$ cat src/rtl/display_pkg.sv
// ============================================================================
// display_pkg : shared types and constants for the display scan controller
// Rev 1.0
// ============================================================================
`default_nettype none

package display_pkg;

    typedef enum logic [1:0] {
        IDLE  = 2'd0,
        BLANK = 2'd1,
        DRIVE = 2'd2
    } state_t;

    localparam logic [3:0] BCD_MAX = 4'd9;

    function automatic bit params_legal(input int num_digits, input int blank_cyc);
        return (num_digits >= 2) && (num_digits <= 8) && (blank_cyc >= 1);
    endfunction

endpackage

`default_nettype wire

$ cat src/rtl/scan_timer.sv
// ============================================================================
// scan_timer : loadable down-counter shared by the blank and drive phases
// Rev 1.0
// ============================================================================
`default_nettype none

module scan_timer #(
    parameter int WIDTH = 16
) (
    input  logic             clk,
    input  logic             rst_n,
    input  logic             load,
    input  logic [WIDTH-1:0] load_val,
    input  logic             dec,
    output logic             tc
);

    logic [WIDTH-1:0] r_count;

    always_ff @(posedge clk or negedge rst_n) begin
        if (!rst_n) begin
            r_count <= '0;
        end else if (load) begin
            r_count <= load_val;
        end else if (dec && (r_count != '0)) begin
            r_count <= r_count - 1'b1;
        end
    end

    assign tc = (r_count == '0);

endmodule

`default_nettype wire

$ cat src/rtl/display_scan_ctrl.sv
// ============================================================================
// display_scan_ctrl : multiplexed 7-segment scan with dead-time and LZ blanking
// Rev 1.0
// ============================================================================
`default_nettype none

module display_scan_ctrl
    import display_pkg::*;
#(
    parameter int NUM_DIGITS      = 4,
    parameter int PRESCALE_W      = 16,
    parameter int BLANK_CYC       = 2,
    parameter int SEL_ACTIVE_HIGH = 1
) (
    input  logic                    clk,
    input  logic                    rst_n,
    input  logic                    ena,
    input  logic [4*NUM_DIGITS-1:0] value,
    input  logic [PRESCALE_W-1:0]   prescale,
    input  logic                    lz_en,
    input  logic                    inv,
    output logic [3:0]              bcd_code,
    output logic                    dec_en,
    output logic                    dec_inv,
    output logic [NUM_DIGITS-1:0]   digit_sel,
    output logic                    frame_tick
);

    localparam int IDX_W = $clog2(NUM_DIGITS);
    localparam int BLK_W = $clog2(BLANK_CYC + 1);
    localparam int CNT_W = (PRESCALE_W > BLK_W) ? PRESCALE_W : BLK_W;
    localparam logic [IDX_W-1:0]      LAST_IDX   = IDX_W'(NUM_DIGITS - 1);
    localparam logic [CNT_W-1:0]      BLANK_LOAD = CNT_W'(BLANK_CYC - 1);
    localparam logic [NUM_DIGITS-1:0] SEL_OFF    = {NUM_DIGITS{SEL_ACTIVE_HIGH == 0}};

    generate
        if (!params_legal(NUM_DIGITS, BLANK_CYC)) begin : g_param_check
            $error("display_scan_ctrl: NUM_DIGITS must be 2..8 and BLANK_CYC >= 1");
        end
    endgenerate

    state_t                  r_state;
    logic [IDX_W-1:0]        r_idx;
    logic [4*NUM_DIGITS-1:0] r_snap;

    logic                    w_tc;
    logic                    w_go_drive;
    logic                    w_go_blank;
    logic                    w_frame;
    logic [CNT_W-1:0]        w_load_val;
    logic [IDX_W-1:0]        w_next_idx;
    logic [4*NUM_DIGITS-1:0] w_src;
    logic [3:0]              w_nib [NUM_DIGITS];
    logic [NUM_DIGITS-1:0]   w_sup;
    logic                    w_any;
    logic [3:0]              w_code;
    logic                    w_dec_en;
    logic [NUM_DIGITS-1:0]   w_sel;

    assign w_go_drive = ena && (r_state == BLANK) && w_tc;
    assign w_go_blank = ena && ((r_state == IDLE) || ((r_state == DRIVE) && w_tc));
    assign w_load_val = w_go_drive ? CNT_W'(prescale) : BLANK_LOAD;
    assign w_next_idx = (r_idx == LAST_IDX) ? '0 : r_idx + 1'b1;
    assign w_frame    = w_go_drive && (w_next_idx == '0);

    // The frame's first slot must already show the value being captured.
    assign w_src = w_frame ? value : r_snap;

    always_comb begin
        w_sup = '0;
        w_any = 1'b0;
        for (int i = 0; i < NUM_DIGITS; i++) begin
            w_nib[i] = w_src[4*i +: 4];
        end
        for (int i = NUM_DIGITS - 1; i >= 1; i--) begin
            w_any    = w_any | (w_nib[i] != 4'd0);
            w_sup[i] = lz_en & ~w_any;
        end
    end

    assign w_code   = w_nib[w_next_idx];
    assign w_dec_en = (w_code <= BCD_MAX) && !w_sup[w_next_idx];
    assign w_sel    = (NUM_DIGITS'(1) << w_next_idx) ^ SEL_OFF;

    scan_timer #(
        .WIDTH (CNT_W)
    ) u_timer (
        .clk      (clk),
        .rst_n    (rst_n),
        .load     (w_go_drive | w_go_blank),
        .load_val (w_load_val),
        .dec      (ena),
        .tc       (w_tc)
    );

    always_ff @(posedge clk or negedge rst_n) begin
        if (!rst_n) begin
            r_state    <= IDLE;
            r_idx      <= LAST_IDX;
            r_snap     <= '0;
            bcd_code   <= 4'd0;
            dec_en     <= 1'b0;
            dec_inv    <= 1'b0;
            digit_sel  <= SEL_OFF;
            frame_tick <= 1'b0;
        end else begin
            dec_inv    <= inv;
            frame_tick <= 1'b0;
            if (!ena) begin
                r_state   <= IDLE;
                r_idx     <= LAST_IDX;
                dec_en    <= 1'b0;
                digit_sel <= SEL_OFF;
            end else begin
                case (r_state)
                    IDLE: begin
                        r_state <= BLANK;
                    end
                    BLANK: begin
                        if (w_tc) begin
                            r_state    <= DRIVE;
                            r_idx      <= w_next_idx;
                            bcd_code   <= w_code;
                            dec_en     <= w_dec_en;
                            digit_sel  <= w_sel;
                            frame_tick <= w_frame;
                            if (w_frame) begin
                                r_snap <= value;
                            end
                        end
                    end
                    DRIVE: begin
                        if (w_tc) begin
                            r_state   <= BLANK;
                            dec_en    <= 1'b0;
                            digit_sel <= SEL_OFF;
                        end
                    end
                    default: begin
                        r_state <= IDLE;
                    end
                endcase
            end
        end
    end

endmodule

`default_nettype wire

$ cat config.mk
export PLATFORM = sky130hd
export DESIGN_NAME = display_scan_ctrl
export DESIGN_NICKNAME = d
export VERILOG_FILES = /design/src/rtl/display_pkg.sv /design/src/rtl/scan_timer.sv /design/src/rtl/display_scan_ctrl.sv
export SDC_FILE = /design/constraint.sdc
export NUM_CORES = 1
export LEC_CHECK = 0
export ABC_AREA = 1
export CORE_MARGIN = 10
export CORE_UTILIZATION = 51
export CTS_BUF_LIST = sky130_fd_sc_hd__clkbuf_8
export DETAILED_ROUTE_END_ITERATION = 10
export PLACE_DENSITY = 0.77
export SYNTH_ARGS = -nofsm -noshare
export SYNTH_HDL_FRONTEND = slang
export SYNTH_SLANG_ARGS = --single-unit
$ cat constraint.sdc
create_clock -name clk -period 4.9 [get_ports clk]
set_input_delay 1.47 -clock clk [delete_from_list [all_inputs] [get_ports clk]]
set_output_delay 1.47 -clock clk [all_outputs]
set_load 0.01 [all_outputs]
# After elaboration in Yosys (flattened, before gate mapping)
# Cells that the tools add are included.
[word_totals]
wordCells = 82
out_inout_bits = 11
input_bits = 37
regBits = 47
[classes]
n_addsub = 2
eq_ne = 8
n_bitwise = 10
n_reduce_logical = 21
order_cmp = 3
n_shift = 1
muxes = 28
[ops]
columns = ["op", "n"]
rows = [
  ["$mux 16", 4],
  ["$mux 4", 5],
  ["$logic_not 16->1", 1],
  ["$reduce_bool 16->1", 1],
  ["$sub 16x1->16 const B", 1],
  ["$mux 2", 7],
  ["$reduce_bool 4->1", 3],
  ["$bmux 4 s2", 1],
  ["$pmux 4 s2", 1],
  ["$logic_and 1x1->1", 7],
  ["$mux 1", 7],
  ["$ne 3x3->1 const B", 2],
  ["$pmux 2 s3", 1],
  ["$reduce_and 3->1", 2],
  ["$eq 2x2->1 const B", 2],
  ["$le 4x4->1 const B", 1],
  ["$logic_not 2->1", 2],
  ["$ne 2x1->1 const B", 2],
  ["$reduce_and 2->1", 2],
  ["$shl 1x2->4 const A", 1],
  ["$and 1x1->1", 3],
  ["$ge 3x3->1 const B", 1],
  ["$lt 2x3->1 const B", 1],
  ["$ne 3x1->1 const B", 1],
  ["10 further kinds", 14],
]

# Depth between registers and ports, before layout
# Gate-level depths: netlist of the first run.
[depth]
word_depth = 17
ltp_mapped = 15
depth_no_buf = 14

# Cells and area by module
# Synthesis of the first run repeated with hierarchy kept, for this count alone.
[unflattened]
hier_cells = 409
hier_area_um2 = 2979.1
[modules_own_cells]
columns = ["module", "area_per_inst_um2", "cells_per_inst", "n_inst", "seq_area_each_um2"]
rows = [
  ["display_scan_ctrl", 1724.2, 226, 1, 778.2],
  ["scan_timer", 1255.0, 183, 1, 400.4],
]

# Worst setup path after synthesis of the first run
# No wires, ideal clock.
[synth_timing]
path_kind = "in2reg"
start = "in ena"
end = "reg dec_en"
n_path_buf = 1
setup_slack_ns = 2.324
stages = 12
arrival_ns = 2.459
cell_sequence = "inv_2 -> nor2_8 -> inv_4 -> nor2_8 -> buf_8 -> nand3_2 -> nand3_1 -> nand3_1 -> nand3_1 -> o21ai_2 -> nand3_2 -> nand2_1"
[synth_via]
elab_chain_cells = 16
elab_cells_between_ends = 30
[synth_lines]
columns = ["item", "line_no", "source"]
rows = [
  ["from (decl)", "display_scan_ctrl.sv:17", "input logic ena,"],
  ["$logic_and 1x1->1 (2 in a row)", "display_scan_ctrl.sv:60", "assign w_go_drive = ena && (r_state == BLANK) && w_tc;"],
  ["$logic_and 1x1->1", "display_scan_ctrl.sv:64", "assign w_frame = w_go_drive && (w_next_idx == '0);"],
  ["$mux 16", "n/a", ""],
  ["$reduce_bool 4->1", "display_scan_ctrl.sv:76", "w_any = w_any | (w_nib[i] != 4'd0);"],
  ["$or 1x1->1 (2 in a row)", "display_scan_ctrl.sv:76", ""],
  ["$not 1->1", "display_scan_ctrl.sv:77", "w_sup[i] = lz_en & ~w_any;"],
  ["$and 1x1->1", "display_scan_ctrl.sv:77", ""],
  ["$bmux 1 s2", "display_scan_ctrl.sv:82", "assign w_dec_en = (w_code <= BCD_MAX) && !w_sup[w_next_idx];"],
  ["$mux 1 (not written as such)", "display_scan_ctrl.sv:82", ""],
  ["$logic_not 1->1", "display_scan_ctrl.sv:82", ""],
  ["$logic_and 1x1->1", "display_scan_ctrl.sv:82", ""],
  ["$mux 1", "display_scan_ctrl.sv:120", "if (w_tc) begin"],
  ["$pmux 1 s2", "display_scan_ctrl.sv:115", "case (r_state)"],
  ["$mux 1", "display_scan_ctrl.sv:109", "if (!ena) begin"],
  ["to (signal assigned)", "display_scan_ctrl.sv:124", "dec_en <= w_dec_en;"],
  ["to (decl)", "display_scan_ctrl.sv:23", "output logic dec_en,"],
]
# Parallel ways exist; a longest one is shown, timed or not. The select of a mux whose other input is x is not followed.
# A chain may end at the register's enable or synchronous reset.

# Final worst setup path of the first run
[layout_timing]
start = "in ena"
end = "reg u_timer.r_count[0]"
[layout_via]
elab_chain_cells = 4
elab_cells_between_ends = 8
[layout_lines]
columns = ["item", "line_no", "source"]
rows = [
  ["$logic_and 1x1->1 (2 in a row)", "display_scan_ctrl.sv:60", ""],
  ["$mux 16 or $or 1x1->1 (tied branches)", "display_scan_ctrl.sv:62, display_scan_ctrl.sv:90", ""],
  ["$mux 16 or $reduce_bool 2->1 (tied branches)", "n/a", ""],
  ["to (signal assigned)", "scan_timer.sv:24", "r_count <= load_val;"],
  ["to (signal assigned)", "scan_timer.sv:26", "r_count <= r_count - 1'b1;"],
  ["to (decl)", "scan_timer.sv:18", "logic [WIDTH-1:0] r_count;"],
]
# Parallel ways exist; a longest one is shown, timed or not.

==> results of run 1 <==
-- worst paths after layout --
check	startpoint	endpoint	slack [ns]	cells past startpoint
min in group asynchronous	rst_n	u_timer.r_count[9]	1.36	1
max in group asynchronous	rst_n	digit_sel[1]	2.87	1
min	r_snap[1]	r_snap[1]	0.48	2
min reg2reg	r_snap[1]	r_snap[1]	0.48	2
max	ena	u_timer.r_count[0]	1.59	8
max reg2reg	r_idx[0]	dec_en	2.22	10
-- layout make-up --
| cell class | instances | area, sq um |
|---|---|---|
| clock inverter | 2 | 35.03 |
| fill | 475 | 1992 |
| clock buffer | 6 | 82.58 |
| sequential | 47 | 1179 |
| multi-input combinational | 244 | 1461 |
| tap | 72 | 90.09 |
| timing repair buffer | 48 | 473.0 |
| inverter | 51 | 193.9 |
-- cell families (layout without fill, tap and decap cells) --
kind of cell    count (synthesis)  after routing  synth area share [%]
fa+ha+maj                       5              5                 2.165
xor+xnor                        6              6                 1.819
compound gates                 61             61                 12.56
flops                          47             47                 40.80
simple gates                  172            172                 34.04
buf+inv                        57            107                 8.618
-- placed cells by master (no fill, tap or decap), types with 11 or more instances in the layout --
cell	instances
dfrtp_1	45
nand3_2	11
clkdlybuf4s50_1	46
a21oi_1	14
nand2_2	11
nor2_1	22
nand2_1	71
o21ai_0	18
nand3_1	22
inv_1	44
-- layer usage --
layer	track usage, %	part of all wire [%]	vias up	routed length (um)
met3	3.142	5.2	5	358
met5	0	0	-	0
li1	-	-	1230	-
met2	23.98	46	61	3172
met4	4.364	0.97	0	67
met1	21.90	48	1165	3302
-- state kept, by name, summed over array words and instances, names as in the netlist --
| register | count |
|---|---|
| bcd_code | 4 |
| dec_en | 1 |
| dec_inv | 1 |
| digit_sel | 4 |
| frame_tick | 1 |
| r_idx | 2 |
| r_snap | 16 |
| r_state | 2 |
| u_timer.r_count | 16 |
-- where the power goes --
group | switching, mW | internal [mW]
clock | 0.130 | 0.165
combinational | 0.360 | 0.216
sequential | 0.0711 | 0.461
total | 0.561 | 0.842
-- metrics by stage --
step / area (sq um) / util, % / hold WS [ns] / power [mW]
floorplan: 2889 / - / 0.4444 / 0.9570
global placement: 3397 / 61.69 / 0.4586 / 1.094
detailed placement: 3397 / 61.69 / 0.4629 / 1.110
CTS: 3515 / 63.83 / 0.4856 / 1.405
global route: 3515 / 63.83 / 0.5028 / 1.496
finish: 3515 / 63.83 / 0.4829 / 1.403
-- critical path, delay by kind of cell --
family,cells,cell delay [ns]
compound gates,2,0.30
buf+inv,4,1.01
simple gates,2,0.71
==> metrics.md, run 1 <==
| Metric | Value |
|---|---|
| Final setup violation count | `0` |
| Final Non-Filler Cells | `470` |
| Yosys warns | `0` |
| Initial Util | `52.47%` |
| DRC | `0` |
| Die height | `95.27 um` |
| Worst Setup End Kind | `flip-flop` |
| # diodes | `0` |
| Status | `finished, final reports clean` |
| Final wirelength | `6900 um` |
| Placeable Area | `0.005507 sq mm` |
| Leak | `1.731 nW` |
| VDD IR max | `0.0002314 V` |
| Most frequent cells after synthesis | `nand2_1, dfrtp_1, inv_1` |
| Mapped cell area | `0.002889 sq mm` |
| Post-place setup slack | `1.276 ns` |
| Post-DP HPWL | `5308 um` |
| Synth area leader | `dfrtp_1` |
| Root cell of the clock tree | `clkbuf_8` |
| Avg Vias per Cell | `5.236` |
| Layout Nets | `439` |
| Share of the synthesized area in the top cell type | `38.98%` |
| Post-CTS Resized | `0` |
| IO Pins | `48` |
| Slowest stage delay, CP | `0.60 ns` |
| Fmax | `301.7 MHz` |
| Max Slew Vio Count | `0` |
| CTS tree | `done` |
| # hold bufs at CTS | `0` |
| Vias in the first global route | `2449` |
| Ys flop type | `dfrtp_1` |
| Power per cell area | `399.1 mW/mm^2` |
| Total of max-cap violations | `0` |
| Cell variety after synth | `40` |
| Max_slew headroom | `28.42%` |
| Setup ws final | `1.585 ns` |
| Share of synthesized flip-flops with an asynchronous set or reset | `100.0%` |
| Share of post-route cells with drive strength above 1 | `17.09%` |
| Syn_nets | `390` |
| Area Overhead vs Synth | `21.65%` |
| PortBufs | `47` |
| Post-synth EDFFs | `0` |
| Sequential cell area fraction in the yosys report | `40.80%` |
| Worst-Skew Late Latency | `0.30 ns` |
| Syn Area/Cell | `8.302 sq um` |
| Minimum clock period | `3.315 ns` |
| # rows | `27` |
| Crit start category | `input port` |
| Crit share post-route | `67.65%` |
| Pin count of the biggest net entering global routing | `48` |
| Drt pass-1 iters | `4` |
| CP max stage cell | `clkdlybuf4s50_1` |
| Clock buffer count from CTS | `5` |
| Grt ovf | `0` |
| Die width | `95.27 um` |
| RSZ-0062 raised after global routing | `no` |
| Max H-tree Level | `2` |
| Post-synthesis register bit count | `47` |
| Leading post-synthesis cells by cell area | `dfrtp_1, nand2_1, inv_1` |
| Final setup skew | `0.002113 ns` |
| Worst-Margin Slew | `1.074 ns` |
| WP data required | `5.08 ns` |
| Clock buffer depth | `2` |
| Fin Setup TNS | `0 ns` |
| Post-CTS Setup Repair Bufs | `0` |
| First-pass GRT wire length | `11640 um` |
| HP Class | `reg -> reg` |
| Antenna Nets Post-Route | `0` |
| DRT iter0 DRCs | `164` |
| Most common cell in the synthesized netlist | `nand2_1` |
| CTS sink cnt | `47` |
| WS Path Type | `in -> reg` |
| Mapped Cells | `348` |
| Final Hold Fails | `0` |
| Gr usage total | `15.68%` |
| Worst path cell trace | `clkdlybuf4s50_1 > inv_2 > nor2_8 > inv_4 > nor2_1 > inv_1 > o21ai_0 > o211ai_1` |
| Number of vias in the routed layout | `2461` |
| DR WL/cell | `14.68 um` |
| GPL Wtd Cong | `0.8806` |
| DP Cell Count | `462` |
| Clk pin slew, worst setup/hold paths | `0.09 ns` |
| Initial antenna violation count | `0` |
| Arrival @ worst endpoint | `3.49 ns` |
| Die ar. | `0.009075 sq mm` |
| Crit-path max FO | `9` |
No activity file was read; power rests on OpenSTA's default activity.
==> inputs of run 2 (changes only) <==
CORE_UTILIZATION = 50   (was 51)
PLACE_DENSITY = 0.79   (was 0.77)
clock period = 3 ns   (was 4.9 ns; I/O delays follow)
==> run 2 against run 1 <==
Compared with the run above: register-to-register slack lost 1.5 ns; clock skew up 0.0062 ns; non-clock buffer count rose by 6; critical path type unchanged; critical endpoint is now dec_en; final cell count increased by 1.3%; largest power group unchanged; via count down 0.12%; critical path depth is 3 higher; design area grew 1.3%; combinational power increased by 66%; hold slack improved by 0.00076 ns.
==> metrics.md, run 2 (synthesis results as in run 1) <==
| Metric | Value |
|---|---|
| Commonest non-fill, non-tap cell in the layout | `nand2_1` |
| Number of vias in the routed layout | `2458 (-0.12%)` |
| Fmax | `403.8 MHz` |
| DP Cell Count | `468 (+1.3%)` |
| Initial Util | `52.15% (-0.32 points)` |
| First-pass GRT wire length | `11880 um (+2.1%)` |
| Most frequent cells in the layout | `nand2_1, clkdlybuf4s50_1, dfrtp_1` |
| # diodes | `0 (unchanged)` |
| DRT iter0 DRCs | `166 (+1.2%)` |
| Setup ws final | `0.5238 ns (-1.062 ns)` |
| Vias in the first global route | `2401 (-2.0%)` |
| Sw Share | `40.50% (+0.52 points)` |
| Arrival @ worst endpoint | `2.73 ns (-0.76 ns)` |
| Initial antenna violation count | `0 (unchanged)` |
| IO Pins | `48 (unchanged)` |
| Grt ovf | `0 (unchanged)` |
| Area Overhead vs Synth | `23.21%` |
| WS Path Type | `in -> reg` |
| DR WL/cell | `14.68 um (about the same)` |
| Antenna Nets Post-Route | `0 (unchanged)` |
| Min Hold Slack | `0.4836 ns (+0.0007600 ns)` |
| Total of max-cap violations | `0 (unchanged)` |
| Minimum clock period | `2.476 ns` |
| Clock share of power | `21.2% (+0.2 points)` |
| Worst-Skew Late Latency | `0.31 ns (about the same)` |
| Crit-path max FO | `11 (+2)` |
| # hold bufs at CTS | `0 (unchanged)` |
| Power per cell area | `652.5 mW/mm^2 (+63%)` |
| Post-CTS Resized | `0 (unchanged)` |
| Leak | `1.762 nW (+1.8%)` |
| PortBufs | `47 (unchanged)` |
| Avg Vias per Cell | `5.164 (-1.4%)` |
| Die ar. | `0.009219 sq mm (+1.6%)` |
| Clock buffer depth | `2 (unchanged)` |
| CTS sink cnt | `47 (unchanged)` |
| Die width | `96.02 um (+0.79%)` |
| Final setup skew | `0.008294 ns (+0.006181 ns)` |
| RSZ-0062 raised after global routing | `no` |
| P_sw | `940.6 uW (+68%)` |
| HP Class | `reg -> reg` |
| Leading registers by flop count | `r_snap (16), u_timer.r_count (16)` |
| Final Non-Filler Cells | `476 (+1.3%)` |
| Root cell of the clock tree | `clkbuf_8` |
| R2r setup slk | `0.73 ns (-1.49 ns)` |
| WP data required | `3.26 ns (-1.82 ns)` |
| Comb power frac | `41.3% (+0.3 points)` |
| Fin Setup TNS | `0 ns (unchanged)` |
| Status | `finished, final reports clean` |
| Worst-Margin Slew | `0.6069 ns (-0.4668 ns)` |
| Post-place setup slack | `0.1926 ns (-1.084 ns)` |
| GPL Wtd Cong | `0.9102 (+3.4%)` |
| Max Slew Vio Count | `0 (unchanged)` |
| Placeable Area | `0.005540 sq mm (+0.61%)` |
| Share of post-route cells with drive strength above 1 | `18.32% (+1.2 points)` |
| Post-CTS Setup Repair Bufs | `0 (unchanged)` |
| Crit start category | `input port` |
| Die height | `96.02 um (+0.79%)` |
| Clock buffer count from CTS | `5 (unchanged)` |
| Pin count of the biggest net entering global routing | `48 (unchanged)` |
| VDD IR max | `0.0004617 V (+99%)` |
| Final wirelength | `6987 um (+1.3%)` |
| # rows | `27 (unchanged)` |
| Max H-tree Level | `2 (unchanged)` |
| Worst Setup End Kind | `flip-flop` |
| DRC | `0 (unchanged)` |
| Int Pwr | `1.382 mW (+64%)` |
| Post-DP HPWL | `5331 um (+0.42%)` |
| Final Hold Fails | `0 (unchanged)` |
| Drt pass-1 iters | `4 (unchanged)` |
| Max_slew headroom | `59.54% (+31 points)` |
| Clk pin slew, worst setup/hold paths | `0.09 ns (about the same)` |
| Layout Nets | `445 (+1.4%)` |
| Gr usage total | `16.34% (+0.66 points)` |
| Crit share post-route | `82.54%` |
| Final setup violation count | `0 (unchanged)` |
| CTS tree | `done` |
| Seq pwr share | `37.5% (-0.4 points)` |
## run 2: cell types whose count changed in the layout (fill, tap and decap cells not counted)
cell	delta
buf_4	+6
## run 2: worst paths after layout
kind | from | cells after the start | end
worst min register to register | r_snap[3] | 2 | r_snap[3]
worst max-delay path | ena | 11 | dec_en
min in group asynchronous | rst_n | 2 | digit_sel[2]
worst max register to register | r_idx[0] | 9 | dec_en
worst min-delay path | r_snap[3] | 2 | r_snap[3]
max in group asynchronous | rst_n | 2 | u_timer.r_count[0]
## run 2: metrics by stage
stage | area (sq um) | total power [mW] | util, %
after floorplan | 2889 | 1.563 | -
after global placement | 3442 | 1.794 | 62.13
after detailed placement | 3442 | 1.819 | 62.13
after CTS | 3560 | 2.323 | 64.25
after global routing | 3560 | 2.492 | 64.25
final | 3560 | 2.323 | 64.25
## run 2: metal layers
layer | wire length, um | global-route usage [%] | share of wire, %
met5 | 0 | 0 | 0
met4 | 113 | 5.283 | 1.6
met3 | 490 | 3.891 | 7.0
met2 | 3095 | 23.77 | 44
met1 | 3287 | 23.21 | 47
## run 2: power by group through the flow
stage / Sequential, mW / Clock (mW) / Combinational (mW)
detailed placement: 0.880 / 0 / 0.939
global route: 0.886 / 0.529 / 1.08
global placement: 0.876 / 0 / 0.918
CTS: 0.869 / 0.499 / 0.955
finish: 0.871 / 0.493 / 0.959
floorplan: 0.864 / 0 / 0.699
## run 2: worst max-delay path: stages
cell,delay [ns]
clkdlybuf4s50_1,0.49
inv_2,0.08
nor2_8,0.16
nand4_2,0.36
nand2_1,0.20
nand3_1,0.09
nand3_1,0.10
nand3_1,0.13
o21ai_2,0.09
nand3_2,0.07
nand2_1,0.06
## run 2: layout make-up
cell class	instances	area (sq um)
inverter	51	193.9
multi-input combinational	244	1461
fill	479	1981
tap	72	90.09
sequential	47	1179
clock inverter	2	35.03
timing repair buffer	54	518.0
clock buffer	6	82.58
==> inputs of run 3 (changes only) <==
CORE_UTILIZATION = 51   (was 50)
PLACE_DENSITY = 0.77   (was 0.79)
clock period = 2.3 ns   (was 3 ns; I/O delays follow)
==> run 3 against run 2 <==
Compared with the run above: sequential power up 30%; register-to-register slack worse by 0.46 ns; final cell count up 4.4%; setup slack worse by 0.39 ns; utilization up 2.8 points; routed wire length up 2.8%; largest cell class unchanged; die area down 1.6%; sequential cell count unchanged; hold slack about the same; design area up 3.8%; highest routed layer unchanged; clock skew up 0.0048 ns.
==> metrics.md, run 3 (synthesis results as in run 1) <==
| Metric | Value |
|---|---|
| Number of vias in the routed layout | `2554 (+3.9%)` |
| Post-DP HPWL | `5593 um (+4.9%)` |
| Setup ws final | `0.1385 ns (-0.3852 ns)` |
| Die height | `95.27 um (-0.78%)` |
| Initial antenna violation count | `0 (unchanged)` |
| Power per cell area | `779.6 mW/mm^2 (+19%)` |
| DRT iter0 DRCs | `172 (+3.6%)` |
| Final wirelength | `7182 um (+2.8%)` |
| HP Class | `in -> async` |
| Initial Util | `52.47% (+0.32 points)` |
| Post-place setup slack | `-0.1837 ns (-0.3763 ns)` |
| Fin Setup TNS | `0 ns (unchanged)` |
| Clock buffer count from CTS | `5 (unchanged)` |
| Avg Vias per Cell | `5.139 (-0.48%)` |
| Worst Setup End Kind | `flip-flop` |
| Root cell of the clock tree | `clkbuf_8` |
| Post-CTS Setup Repair Bufs | `0 (unchanged)` |
| Layout Nets | `466 (+4.7%)` |
| Final setup violation count | `0 (unchanged)` |
| Final Instance Area | `0.003694 sq mm (+3.8%)` |
| Fmax | `462.6 MHz` |
| Worst path cell trace | `clkdlybuf4s50_1 > inv_2 > nor2_8 > inv_4 > nor2_8 > inv_2 > nand2_4 > inv_1 > a22oi_1 > o21ai_1` |
| CTS tree | `done` |
| CTS sink cnt | `47 (unchanged)` |
| Area Overhead vs Synth | `27.85%` |
| Final setup skew | `0.01306 ns (+0.004765 ns)` |
| Share of post-route cells with drive strength above 1 | `21.88% (+3.6 points)` |
| Placeable Area | `0.005507 sq mm (-0.61%)` |
| Slowest stage delay, CP | `0.50 ns (about the same)` |
| DR WL/cell | `14.45 um (-1.6%)` |
| Die width | `95.27 um (-0.78%)` |
| WS Path Type | `in -> reg` |
| Worst-Margin Slew | `0.6095 ns (+0.002535 ns)` |
| Final Hold Fails | `0 (unchanged)` |
| Die ar. | `0.009075 sq mm (-1.6%)` |
| Leak | `1.857 nW (+5.4%)` |
| Crit share post-route | `93.98%` |
| Clk pin slew, worst setup/hold paths | `0.09 ns (about the same)` |
| Vias in the first global route | `2484 (+3.5%)` |
| RSZ-0062 raised after global routing | `no` |
| GPL Wtd Cong | `0.9087 (-0.16%)` |
| Max H-tree Level | `2 (unchanged)` |
| Crit-path max FO | `11 (unchanged)` |
| Gr usage total | `16.43% (+0.089 points)` |
| Total of max-cap violations | `0 (unchanged)` |
| Minimum clock period | `2.161 ns` |
| Worst-Skew Late Latency | `0.30 ns (about the same)` |
| Max Slew Vio Count | `0 (unchanged)` |
| IO Pins | `48 (unchanged)` |
| Arrival @ worst endpoint | `2.33 ns (-0.40 ns)` |
| # rows | `27 (unchanged)` |
| Dpl cell area | `0.003612 sq mm (+4.9%)` |
| Clock buffer depth | `2 (unchanged)` |
| Final Non-Filler Cells | `497 (+4.4%)` |
| Grt ovf | `0 (unchanged)` |
| # diodes | `0 (unchanged)` |
| DP Cell Count | `489 (+4.5%)` |
| Commonest non-fill, non-tap cell in the layout | `nand2_1` |
| # hold bufs at CTS | `0 (unchanged)` |
| Pin count of the biggest net entering global routing | `48 (unchanged)` |
| First-pass GRT wire length | `12030 um (+1.2%)` |
| Drt pass-1 iters | `4 (unchanged)` |
| DRC | `0 (unchanged)` |
| VDD IR max | `0.0005016 V (+8.7%)` |
| WP data required | `2.47 ns (-0.79 ns)` |
| Most frequent cells in the layout | `nand2_1, inv_1, clkdlybuf4s50_1` |
| Leading registers by flop count | `r_snap (16), u_timer.r_count (16)` |
| CP max stage cell | `clkdlybuf4s50_1` |
| Crit start category | `input port` |
| PortBufs | `47 (unchanged)` |
| Antenna Nets Post-Route | `0 (unchanged)` |
| Post-CTS Resized | `0 (unchanged)` |
| Status | `finished, final reports clean` |
| Max_slew headroom | `59.37% (-0.17 points)` |
run 3: cell count changes in the layout (fill, tap and decap cells not counted), sizes merged:
cell,before,now
bufinv,1,0
buf,8,29
inv,51,53
clkbuf,6,5
run 3: critical path, delay by kind of cell:
family / cells / cell delay [ns]
buffers and inverters: 5 / 0.88
AND/OR/NAND/NOR: 3 / 0.48
AO/OA/AOI/OAI: 2 / 0.27
run 3: metal layers:
metal / wire length [um] / GRT usage, % / up-vias
li1: - / - / 1289
met1: 3351 / 22.85 / 1195
met2: 3298 / 25.17 / 61
met3: 425 / 3.221 / 9
met4: 107 / 4.863 / 0
met5: 0 / 0 / -
run 3: stage by stage:
step / power (mW) / hold WS [ns] / util, %
after floorplan: 2.039 / 0.3944 / -
after CTS: 2.887 / 0.5025 / 67.08
after global placement: 2.366 / 0.4702 / 65.60
final: 2.879 / 0.4838 / 67.08
after detailed placement: 2.399 / 0.4805 / 65.60
after global routing: 3.098 / 0.5196 / 67.08
run 3: layout make-up:
cell class,instances,area (sq um)
Clock inverter,3,12.51
Inverter,51,193.9
Fill cell,478,1813
Timing Repair Buffer,75,688.2
Sequential cell,47,1179
Clock buffer,5,68.82
Tap cell,72,90.09
Multi-Input combinational cell,244,1461
run 3: power by group:
part | internal (mW) | switching (mW)
Combinational | 0.496 | 0.767
Sequential | 0.983 | 0.149
Clock | 0.205 | 0.280
Total | 1.68 | 1.20
run 3: final timing paths:
check                                   startpoint                   to  depth (start not counted)  slack (ns)
worst min-delay path                         rst_n         digit_sel[3]                          2        0.48
worst max register to register  u_timer.r_count[0]               dec_en                         11        0.27
max in group asynchronous                    rst_n   u_timer.r_count[6]                          2        1.41
worst max-delay path                           ena  u_timer.r_count[11]                         10        0.14
min in group clk                      digit_sel[0]         digit_sel[0]                          2        0.49
worst min register to register        digit_sel[0]         digit_sel[0]                          2        0.49
